File: src/rtl/clk_div_ctrl.sv
`timescale 1ns/100ps
// clk_div_ctrl: runtime-programmable 50%-duty clock divider (odd and even ratios).
// New ratios arrive over a valid/ready port and take effect only at an output
// period boundary, where clk_out is guaranteed low, so ratio changes, starts
// and stops never produce a truncated or glitched pulse.
module clk_div_ctrl #(
  parameter int W           = 8,
  parameter int DEFAULT_DIV = 5
) (
  input  logic         clk,
  input  logic         rstn,
  input  logic         en,
  input  logic         cfg_valid,
  input  logic [W-1:0] cfg_div,
  output logic         cfg_ready,
  output logic         cfg_err,
  output logic [W-1:0] cur_div,
  output logic         running,
  output logic         clk_out
);

  if (DEFAULT_DIV < 2 || DEFAULT_DIV > (1 << W) - 1) begin : g_bad_default
    $error("clk_div_ctrl: DEFAULT_DIV must lie in 2 .. 2**W-1");
  end

  localparam logic [W-1:0] DEF_DIV = W'(DEFAULT_DIV);
  localparam logic [W-1:0] ONE     = W'(1);

  typedef enum logic [1:0] {
    IDLE = 2'd0,
    RUN  = 2'd1,
    PEND = 2'd2
  } state_t;

  state_t         state, state_nxt;
  logic [W-1:0]   cnt, cnt_nxt;
  logic [W-1:0]   div_nxt;
  logic [W-1:0]   pend_div, pend_nxt;
  logic           a, a_nxt;
  logic           b;
  logic           err_nxt;
  logic           accept;
  logic           ratio_ok;
  logic           boundary;

  // High-phase length in source cycles: N/2 for even N, (N+1)/2 for odd N.
  function automatic logic [W-1:0] half_div(input logic [W-1:0] n);
    return (n >> 1) + {{(W-1){1'b0}}, n[0]};
  endfunction

  assign cfg_ready = (state != PEND);
  assign running   = (state != IDLE);
  assign accept    = cfg_valid && cfg_ready;
  assign ratio_ok  = (cfg_div > ONE);
  assign boundary  = (cnt == cur_div - ONE);

  // Next-state, counter, ratio and phase decode for the controller.
  always_comb begin
    state_nxt = state;
    cnt_nxt   = cnt;
    div_nxt   = cur_div;
    pend_nxt  = pend_div;
    err_nxt   = accept && !ratio_ok;
    case (state)
      IDLE: begin
        cnt_nxt = '0;
        if (accept && ratio_ok) div_nxt = cfg_div;
        if (en) state_nxt = RUN;
      end
      RUN: begin
        cnt_nxt = boundary ? '0 : cnt + ONE;
        if (boundary && !en) begin
          // Stopping at a boundary is already a safe point to load a new ratio.
          state_nxt = IDLE;
          if (accept && ratio_ok) div_nxt = cfg_div;
        end else if (accept && ratio_ok) begin
          pend_nxt  = cfg_div;
          state_nxt = PEND;
        end
      end
      PEND: begin
        cnt_nxt = boundary ? '0 : cnt + ONE;
        if (boundary) begin
          div_nxt   = pend_div;
          state_nxt = en ? RUN : IDLE;
        end
      end
      default: begin
        state_nxt = IDLE;
        cnt_nxt   = '0;
      end
    endcase
    // Phase a is decoded from the next counter value so the flop itself is
    // high exactly during the cycles where cnt < H of the ratio in effect.
    a_nxt = (state_nxt != IDLE) && (cnt_nxt < half_div(div_nxt));
  end

  // Controller state, counter, ratio registers and the posedge phase flop.
  always_ff @(posedge clk or negedge rstn) begin
    if (!rstn) begin
      state    <= IDLE;
      cnt      <= '0;
      cur_div  <= DEF_DIV;
      pend_div <= '0;
      a        <= 1'b0;
      cfg_err  <= 1'b0;
    end else begin
      state    <= state_nxt;
      cnt      <= cnt_nxt;
      cur_div  <= div_nxt;
      pend_div <= pend_nxt;
      a        <= a_nxt;
      cfg_err  <= err_nxt;
    end
  end

  // Negedge copy of a; ANDing with it trims half a cycle off odd high phases.
  always_ff @(negedge clk or negedge rstn) begin
    if (!rstn) b <= 1'b0;
    else       b <= a;
  end

  // Both a and b are low at every boundary, so switching the odd/even select
  // together with cur_div cannot glitch the output.
  assign clk_out = cur_div[0] ? (a & b) : a;

endmodule
File: config.mk
export PLATFORM = sky130hd
export DESIGN_NAME = clk_div_ctrl
export DESIGN_NICKNAME = d
export VERILOG_FILES = /design/src/rtl/clk_div_ctrl.sv
export SDC_FILE = /design/constraint.sdc
export NUM_CORES = 1
export LEC_CHECK = 0
export CAP_MARGIN = 40
export CORE_ASPECT_RATIO = 0.75
export CORE_MARGIN = 1
export CORE_UTILIZATION = 56
export DETAILED_ROUTE_END_ITERATION = 10
export PLACE_DENSITY = 0.88
export SETUP_SLACK_MARGIN = 0.5
export SLEW_MARGIN = 30
export SYNTH_ARGS = -nofsm -noshare
export SYNTH_HDL_FRONTEND = slang
export SYNTH_SLANG_ARGS = --single-unit
File: constraint.sdc
create_clock -name clk -period 5.6 [get_ports clk]
set_input_delay 0.84 -clock clk [delete_from_list [all_inputs] [get_ports clk]]
set_output_delay 0.84 -clock clk [all_outputs]
set_load 0.1 [all_outputs]
==> run metrics, run 1 <==
Worst-Margin Slew=0.721 ns; Synth top area share=32.8%; port bufs=23; Hold Crit Start=pend_div[2]$_DFFE_PN0P_; DP HPWL=3900 um; post-cts repair resize count=0; Clk pwr share=11.3%; GR peak layer=met2; GRT Total Usage=31.6%; Worst Hold End=pend_div[2]$_DFFE_PN0P_; Area Overhead vs Synth=26.9%; Post-Syn Instances=202; final wirelength=5190 um; Startpoint Class=register; R2R setup slack=0.77 ns; CTS Buf Count=5; WP data required=5.83 ns; switching part of the total=50.9%; die height=53.5 um; root buffer cell=clkbuf_8; endpoint of the worst register-to-register path=a$_DFF_PN0_; Most used DFF post-synth=dfrtp_1; Flop pwr share=24.9%; Syn Nets=229; DR vias=1,781; Seq/Total Area, Yosys=36.7%; failing checks=DRC; Fillers=225; Finish-stage setup viols=0; Post-CTS Hold Buffers=0; worst r2r path cells=20; commonest cells in the netlist=dfrtp_1, ha_1, nand2_1, nor2_1, inv_1; setup TNS=0 ns; status=finished with violations; internal power=0.746 mW; post-CTS setup buffers=0; WP data arrival=5.06 ns; Final min period=4.83 ns; layout cells sized above 1=18.6%; GR Overflow Total=0; Final Max Slew Viols=0; largest net degree at the start of global routing=30; met3 Usage GRT=7.87%; Tcrit/Tclk final=86.2%; Slowest cell on crit path=dfstp_2; die area=3790 sq um; core area=3330 sq um; Crit. End Element=register; Placer Congestion=0.981; initial core utilization=59.5%; relative slew slack=51.7%; Fin Hold WS=0.515 ns; Antenna Nets Post-Route=0; Worst path max stage delay=0.64 ns; first-pass GRT wire length=8710 um; non-filler cells, final=282; Crit Path Max Fanout=8; # Max-Cap Violations=0; Ys Warns=0; hold violation total from the final report=0; row cnt=18; GR Util met2=51.1%; RSZ-0062 raised after global routing=no; leakage=1.09 nW; total clock sinks=29; area leader, netlist=dfrtp_1; Via density=6.32; final clock skew=0.00906 ns; Mapped Area=1980 sq um; Clock Latency Late Sink=0.29 ns; DRT Pass-1 Iters=8; Hold Crit Class=reg -> reg; EDFF count, synth=0; Cell variety after synth=56; CP most frequent cell=ha_1; GR Util met1=39.4%; WHS Path Cells=1; Synth area leaders=dfrtp_1, ha_1, mux2_2; Antenna diodes=0; Reg clk slew, reported paths=0.07 ns; Pwr per Cell Area=605 nW/um^2; CP Cell Sequence=inv_1 -> ha_1 -> nor2b_1 -> or3_1 -> a31o_1 -> or3_1 -> o31ai_2 -> or3_4 -> nand2_1 -> o21ai_1 -> ha_1 -> inv_1 -> a221oi_2 -> and3_4 -> xnor2_2 -> ha_1 -> a21o_1 -> a21o_1 -> a21oi_1 -> o211a_1; post-route DRC violation count=2; most frequent cell after synthesis=dfrtp_1; crit path kind=reg -> reg; initial antenna violation count=0; Max Root-Sink Buffers=2; Routed wire per std cell=18.4 um; peak supply drop=0.358 mV; Total Nets Final=268; DRT iter0 DRCs=164; I/O pin cnt=24; TritonCTS clock tree=yes; switching power=0.775 mW; Overall Power=1.52 mW; dpl cells=274; vias in the first global route=1,814; H-tree depth=2; Yosys reg bits=29; asr flop ratio synth=100%; Combinational Power Share=63.9%; reg2reg start=cur_div[0]$_DFF_PN1_; Mean Syn Cell Area=9.82 sq um; DIE WIDTH=70.7 um; fmax=207 MHz
-- per-layer routing --
| metal | part of all wire (%) | up-vias |
|---|---|---|
| met2 | 46 | 90 |
| met4 | 3.4 | 0 |
| met5 | 0 | - |
| met3 | 7.0 | 18 |
| met1 | 43 | 859 |
| li1 | - | 814 |
-- worst max path at each step --
stage	from	endpoint	cells past startpoint	slack (ns)
final	cur_div[0]$_DFF_PN1_	a$_DFF_PN0_	20	0.77
after detailed placement	cfg_div[4]	a$_DFF_PN0_	19	0.59
after global placement	cfg_div[4]	a$_DFF_PN0_	19	0.80
after global routing	cur_div[0]$_DFF_PN1_	a$_DFF_PN0_	19	0.47
after CTS	cur_div[0]$_DFF_PN1_	a$_DFF_PN0_	20	0.63
after floorplan	cur_div[1]$_DFF_PN0_	a$_DFF_PN0_	22	0.60
-- sequential cells by signal (all words and copies together), names as in the netlist --
signal	cells
cnt	8
cur_div	8
pend_div	8
state	2
a	1
b	1
cfg_err	1
-- final cells by class --
| type | instances | area (sq um) | share of cell area [%] |
|---|---|---|---|
| inverter | 12 | 45.0 | 1.79 |
| multi-input combinational | 158 | 1210 | 47.9 |
| timing repair buffer | 35 | 400 | 15.9 |
| clock inverter | 3 | 17.5 | 0.696 |
| clock buffer | 5 | 68.8 | 2.73 |
| sequential | 29 | 728 | 28.9 |
| tap | 40 | 50.0 | 1.99 |
-- layout by cell type (no fill, tap or decap), types with 3 or more instances in the layout --
cell type        count
ha_1                15
a21oi_1              6
nand3_1              6
a22oi_1              3
and2_1               4
nand4_1              3
dfrtp_1             26
clkbuf_8             5
a31oi_1              4
nand2_1             14
nor2_1              14
clkdlybuf4s50_1     22
a32oi_1              3
xnor2_1              9
buf_8               11
and3_1               3
o21ai_1              3
inv_1               12
mux2_2               8
xor2_1              10
nor2b_1              5
-- cells by family after synthesis --
family                     Yosys count  share of synthesized area [%]
and+or+nand+nor                     66                           18.5
AOI/OAI and AO/OA                   49                           18.2
DFF                                 29                           36.7
xor gates and xnor gates            20                           9.21
buffers and inverters               15                           3.28
adders and majority gates           15                           9.46
muxes                                8                           4.54
-- metrics by stage --
step | utilization (%) | cell area [sq um] | setup slack [ns]
floorplan | - | 1980 | 0.596
global placement | 67.5 | 2250 | 0.801
detailed placement | 72.4 | 2410 | 0.586
CTS | 75.0 | 2500 | 0.626
global route | 75.5 | 2520 | 0.469
finish | 75.5 | 2520 | 0.774
-- power groups by stage --
stage	combinational [mW]	clock (mW)	sequential [mW]
6_report	0.972	0.171	0.378
5_1_grt	1.04	0.183	0.387
4_1_cts	0.951	0.174	0.374
2_1_floorplan	0.536	0	0.495
3_3_place_gp	0.833	0	0.371
3_5_place_dp	0.943	0	0.376
-- critical path: cells and delay by family, from the launching register on --
family                   cells  cell delay [ns]
buffers and inverters        2             0.14
XOR/XNOR                     1             0.10
AND/OR/NAND/NOR              6             1.50
flip-flops                   1             0.64
AO/OA/AOI/OAI                8             1.60
adder cells (fa/ha/maj)      3             0.79
No activity file was read; power rests on OpenSTA's default activity.
==> inputs of run 2 (changes only) <==
- ABC_AREA: not set -> 1
- CORE_UTILIZATION: 56 -> 50
- PLACE_DENSITY: 0.88 -> 0.79
==> run 2 against run 1 <==
Effect of this change:
- the run now ends clean
- sequential power about the same
- global-route usage is 4.6 points lower
- first-iteration DRC count rose by 4.9%
- synthesized area is 24% higher
- combinational power rose by 44%
- critical path depth decreased by 18
- largest cell class unchanged
==> run metrics, run 2 <==
Final Max Slew Viols=0 (unchanged); non-filler cells, final=453 (+61%); port bufs=23 (unchanged); Crit Path Max Fanout=1 (-7); Mapped Area=2470 sq um (+24%); setup TNS=0 ns (unchanged); row cnt=21 (+3); final instance area=2970 sq um (+18%); Flop pwr share=19.5% (-5.4 points); Fillers=404 (+80%); final wirelength=6330 um (+22%); layout cells sized above 1=13.6% (-5.0 points); GR Overflow Total=0 (unchanged); I/O pin cnt=24 (unchanged); Clk pwr share=8.7% (-2.6 points); post-CTS setup buffers=0 (unchanged); DRT Pass-1 Iters=4 (-4); most frequent cells in the layout=nand2_1, inv_1, nand3_1; Seq/Total Area, Yosys=29.5% (-7.2 points); WP data arrival=3.87 ns (-1.19 ns); Combinational Power Share=71.8% (+7.9 points); most frequent cell after synthesis=nand2_1; post-route DRC violation count=0 (-2); Crit. End Element=output port; Synth area leaders=dfrtp_1, nand2_1, inv_1; Most used DFF post-synth=dfrtp_1; Clock Latency Late Sink=0.29 ns (about the same); vias in the first global route=2,310 (+27%); Finish-stage setup viols=0 (unchanged); Total Nets Final=422 (+57%); root buffer cell=clkbuf_8; DP HPWL=4900 um (+26%); core area=4600 sq um (+38%); Overall Power=1.95 mW (+28%); Routed wire per std cell=14.0 um (-24%); die height=62.9 um (+17%); post-cts repair resize count=0 (unchanged); WP data required=4.76 ns (-1.07 ns); area leader, netlist=dfrtp_1; relative slew slack=66.0% (+14 points); Antenna Nets Post-Route=0 (unchanged); hold violation total from the final report=0 (unchanged); DRT iter0 DRCs=172 (+4.9%); commonest non-fill, non-tap cell in the layout=nand2_1; # Max-Cap Violations=0 (unchanged); crit path kind=reg -> out; Via density=5.44 (-14%); switching part of the total=56.8% (+5.9 points); Post-CTS Hold Buffers=0 (unchanged); Synth top area share=26.4% (-6.5 points); Startpoint Class=register; Mean Syn Cell Area=6.84 sq um (-30%); DP Area=2890 sq um (+20%); asr flop ratio synth=100% (unchanged); DIE WIDTH=83.1 um (+18%); EDFF count, synth=0 (unchanged); first-pass GRT wire length=11,100 um (+27%); TritonCTS clock tree=yes; Area Overhead vs Synth=20.2%; Reg clk slew, reported paths=0.06 ns (about the same); RSZ-0062 raised after global routing=no; Hold Crit Class=reg -> reg; Ys Warns=0 (unchanged); Finished Core Util=64.5% (-11 points); commonest cells in the netlist=nand2_1, inv_1, nand3_1; CTS Buf Count=5 (unchanged); Syn Nets=388 (+69%); peak supply drop=0.501 mV (+40%); leakage=1.57 nW (+43%); Post-Syn Instances=361 (+79%); status=completed; Fin Hold WS=0.482 ns (-0.0331 ns); initial core utilization=53.7% (-5.8 points); Pwr per Cell Area=655 nW/um^2 (+8.4%); GRT Total Usage=27.0% (-4.6 points); initial antenna violation count=0 (unchanged); Worst-Margin Slew=0.509 ns (-0.212 ns); Cell variety after synth=39 (-30%); Placer Congestion=0.891 (-9.2%); dpl cells=445 (+62%); internal power=0.840 mW (+13%); H-tree depth=2 (unchanged); setup slack after layout=0.888 ns (+0.114 ns); Antenna diodes=0 (unchanged); total clock sinks=29 (unchanged); largest net degree at the start of global routing=29 (-3.3%); Setup WS pre-CTS=1.15 ns (+0.562 ns); switching power=1.10 mW (+43%); biggest regs=cnt (8), cur_div (8), pend_div (8); DR vias=2,465 (+38%); R2R setup slack=1.08 ns (+0.31 ns); Max Root-Sink Buffers=2 (unchanged); Yosys reg bits=29 (unchanged); die area=5230 sq um (+38%); final clock skew=0.00662 ns (-0.00244 ns)
run 2: cell types whose count changed after synthesis, moves of 7 or more:
cell	change
o21ai_0	+13
nand4_1	+8
mux2_2	-8
nor2_1	+11
inv_1	+39
nand2_1	+98
nand3_1	+22
nand2_2	+7
run 2: area by class of cell:
type	instances	area, sq um	area share, %
Sequential cell	29	728	24.5
Multi-Input combinational cell	266	1470	49.5
Tap cell	57	71.3	2.40
Clock buffer	8	80.1	2.70
Inverter	58	218	7.34
Timing Repair Buffer	35	400	13.5
run 2: power by group through the flow:
stage | Sequential (mW) | Combinational [mW] | Clock (mW)
2_1_floorplan | 0.558 | 0.817 | 0
3_3_place_gp | 0.375 | 1.24 | 0
3_5_place_dp | 0.381 | 1.38 | 0
4_1_cts | 0.377 | 1.39 | 0.172
5_1_grt | 0.389 | 1.53 | 0.184
6_report | 0.379 | 1.40 | 0.169
run 2: metal layers:
| metal | share of wire, % | up-vias | global-route usage [%] |
|---|---|---|---|
| li1 | - | 1215 | - |
| met1 | 49 | 1137 | 39.1 |
| met2 | 42 | 102 | 41.6 |
| met3 | 7.7 | 11 | 4.36 |
| met4 | 1.4 | 0 | 7.33 |
| met5 | 0 | - | 0 |
run 2: cell families (layout without fill, tap and decap cells):
family,Yosys count,count (layout),share of synthesized area [%]
xor+xnor,9,9,3.85
buf+inv,66,101,10.9
compound gates,34,34,7.60
simple gates,208,208,40.5
fa+ha+maj,15,15,7.60
flops,29,29,29.5
run 2: final timing paths:
kind | from | endpoint | depth (start not counted)
worst max register to register | cur_div[0]$_DFF_PN1_ | a$_DFF_PN0_ | 28
max in group asynchronous | rstn | b$_DFF_NN0_ | 1
worst max-delay path | b$_DFF_NN0_ | clk_out | 2
worst min register to register | pend_div[0]$_DFFE_PN0P_ | pend_div[0]$_DFFE_PN0P_ | 2
min in group asynchronous | rstn | cnt[6]$_DFF_PN0_ | 2
worst min-delay path | pend_div[0]$_DFFE_PN0P_ | pend_div[0]$_DFFE_PN0P_ | 2
run 2: critical path, stage by stage (launching register included):
cell and delay [ns]:
dfrtn_1 0.38, o21a_1 0.12, buf_4 0.28
==> inputs of run 3 (changes only) <==
- clock period: 5.6 -> 4.5 ns (I/O delays scaled with it)
==> run 3 against run 2 <==
Effect of this change:
- global-route usage grew 0.36 points
- critical path type unchanged
- highest routed layer unchanged
- wire length grew 11%
- largest cell class unchanged
- cell area grew 7.3%
- core utilization grew 4.7 points
==> run metrics, run 3 (synthesis results as in run 2) <==
final clock skew=0.00867 ns (+0.00206 ns); Worst path max stage delay=0.40 ns (+0.02 ns); core area=4600 sq um (unchanged); GRT Total Usage=27.3% (+0.36 points); non-filler cells, final=466 (+2.9%); biggest regs=cnt (8), cur_div (8), pend_div (8); reg2reg start=cur_div[0]$_DFF_PN1_; H-tree depth=2 (unchanged); Startpoint Class=register; post-route DRC violation count=0 (unchanged); die height=62.9 um (unchanged); RSZ-0062 raised after global routing=yes; GR Overflow Total=0 (unchanged); DR vias=2,595 (+5.3%); Fillers=363 (-10%); Total Nets Final=435 (+3.1%); Crit Path Max Fanout=1 (unchanged); CP Cell Sequence=o21a_2 -> buf_12; crit path kind=reg -> out; root buffer cell=clkbuf_8; port bufs=23 (unchanged); Placer Congestion=0.920 (+3.3%); Register Area=733 sq um (+0.69%); Crit. End Element=output port; Area Overhead vs Synth=29.0%; CTS Buf Count=5 (unchanged); # Max-Cap Violations=0 (unchanged); Pwr per Cell Area=828 nW/um^2 (+26%); DRT Pass-1 Iters=5 (+1); Antenna diodes=0 (unchanged); Hold Crit Class=reg -> reg; first-pass GRT wire length=11,200 um (+1.4%); Multi-input gate area=1550 sq um (+5.3%); peak supply drop=0.565 mV (+13%); largest net degree at the start of global routing=29 (unchanged); most frequent cells in the layout=nand2_1, inv_1, nand3_1; endpoint of the worst register-to-register path=a$_DFF_PN0_; DIE WIDTH=83.1 um (unchanged); vias in the first global route=2,313 (+0.13%); leakage=1.65 nW (+5.0%); R2R setup slack=0.63 ns (-0.45 ns); Reg clk slew, reported paths=0.07 ns (about the same); DRT iter0 DRCs=288 (+67%); Via density=5.57 (+2.3%); WP data arrival=3.31 ns (-0.56 ns); I/O pin cnt=24 (unchanged); initial core utilization=53.7% (unchanged); WP data required=3.83 ns (-0.93 ns); Worst-Margin Slew=0.530 ns (+0.0204 ns); row cnt=21 (unchanged); Overall Power=2.64 mW (+36%); worst r2r path cells=28 (unchanged); hold violation total from the final report=0 (unchanged); final wirelength=7050 um (+11%); dpl cells=447 (+0.45%); initial antenna violation count=0 (unchanged); Finish-stage setup viols=0 (unchanged); Worst Setup SP=b$_DFF_NN0_; die area=5230 sq um (unchanged); TritonCTS clock tree=yes; total clock sinks=29 (unchanged); relative slew slack=64.6% (-1.4 points); Antenna Nets Post-Route=0 (unchanged); status=completed; layout cells sized above 1=21.0% (+7.4 points); commonest non-fill, non-tap cell in the layout=nand2_1; DP HPWL=5200 um (+6.2%); Slowest cell on crit path=dfrtn_1; Final Max Slew Viols=0 (unchanged); Max Root-Sink Buffers=2 (unchanged); setup TNS=0 ns (unchanged); Clock Latency Late Sink=0.30 ns (about the same); Routed wire per std cell=15.1 um (+8.3%); CP endpoint=clk_out
run 3: final cells by class:
class,instances,area share [%]
multi-input cells,266,48.6
flip-flops and latches,29,23.0
repair buffers,48,16.5
inverters,58,6.91
well taps,57,2.24
clock buffers,5,2.16
clock inverters,3,0.550
run 3: worst max-delay path: cells and delay by family, from the launching register on:
family          cells  cell delay (ns)
compound gates      1             0.17
buf+inv             1             0.18
flops               1             0.40
run 3: repair_timing:
| item | in CTS | in global routing |
|---|---|---|
| setup endpoints to repair | 1 | 2 |
| buffers inserted | 2 | 9 |
| pin swaps | 0 | 10 |
| hold buffers | 0 | 0 |
| resized for setup | 2 | 20 |
run 3: worst min path at each step:
stage,cells after the start,from,slack (ns),endpoint
finish,2,pend_div[3]$_DFFE_PN0P_,0.49,pend_div[3]$_DFFE_PN0P_
floorplan,0,rstn,0.38,a$_DFF_PN0_
global route,2,pend_div[3]$_DFFE_PN0P_,0.52,pend_div[3]$_DFFE_PN0P_
global placement,2,pend_div[3]$_DFFE_PN0P_,0.46,pend_div[3]$_DFFE_PN0P_
CTS,2,pend_div[0]$_DFFE_PN0P_,0.49,pend_div[0]$_DFFE_PN0P_
detailed placement,2,pend_div[3]$_DFFE_PN0P_,0.47,pend_div[3]$_DFFE_PN0P_
run 3: through the flow:
step	worst slack, ns	util, %	instance area, sq um	hold slack (ns)
final	0.520	69.3	3190	0.489
after floorplan	0.593	-	2470	0.379
after global placement	0.620	59.9	2760	0.464
after CTS	0.507	66.2	3050	0.486
after detailed placement	0.483	63.8	2930	0.469
after global routing	0.428	69.3	3190	0.523
run 3: report_power, final:
part | internal, mW | switching [mW] | total, mW
combinational | 0.671 | 1.27 | 1.94
clock | 0.107 | 0.117 | 0.223
sequential | 0.368 | 0.106 | 0.474
total | 1.15 | 1.49 | 2.64
run 3: metal layers:
layer | GRT usage (%) | part of all wire, % | up-vias
met5 | 0 | 0 | -
met3 | 4.36 | 7.1 | 11
li1 | - | - | 1242
met2 | 40.1 | 46 | 108
met1 | 41.3 | 46 | 1234
met4 | 7.54 | 1.2 | 0
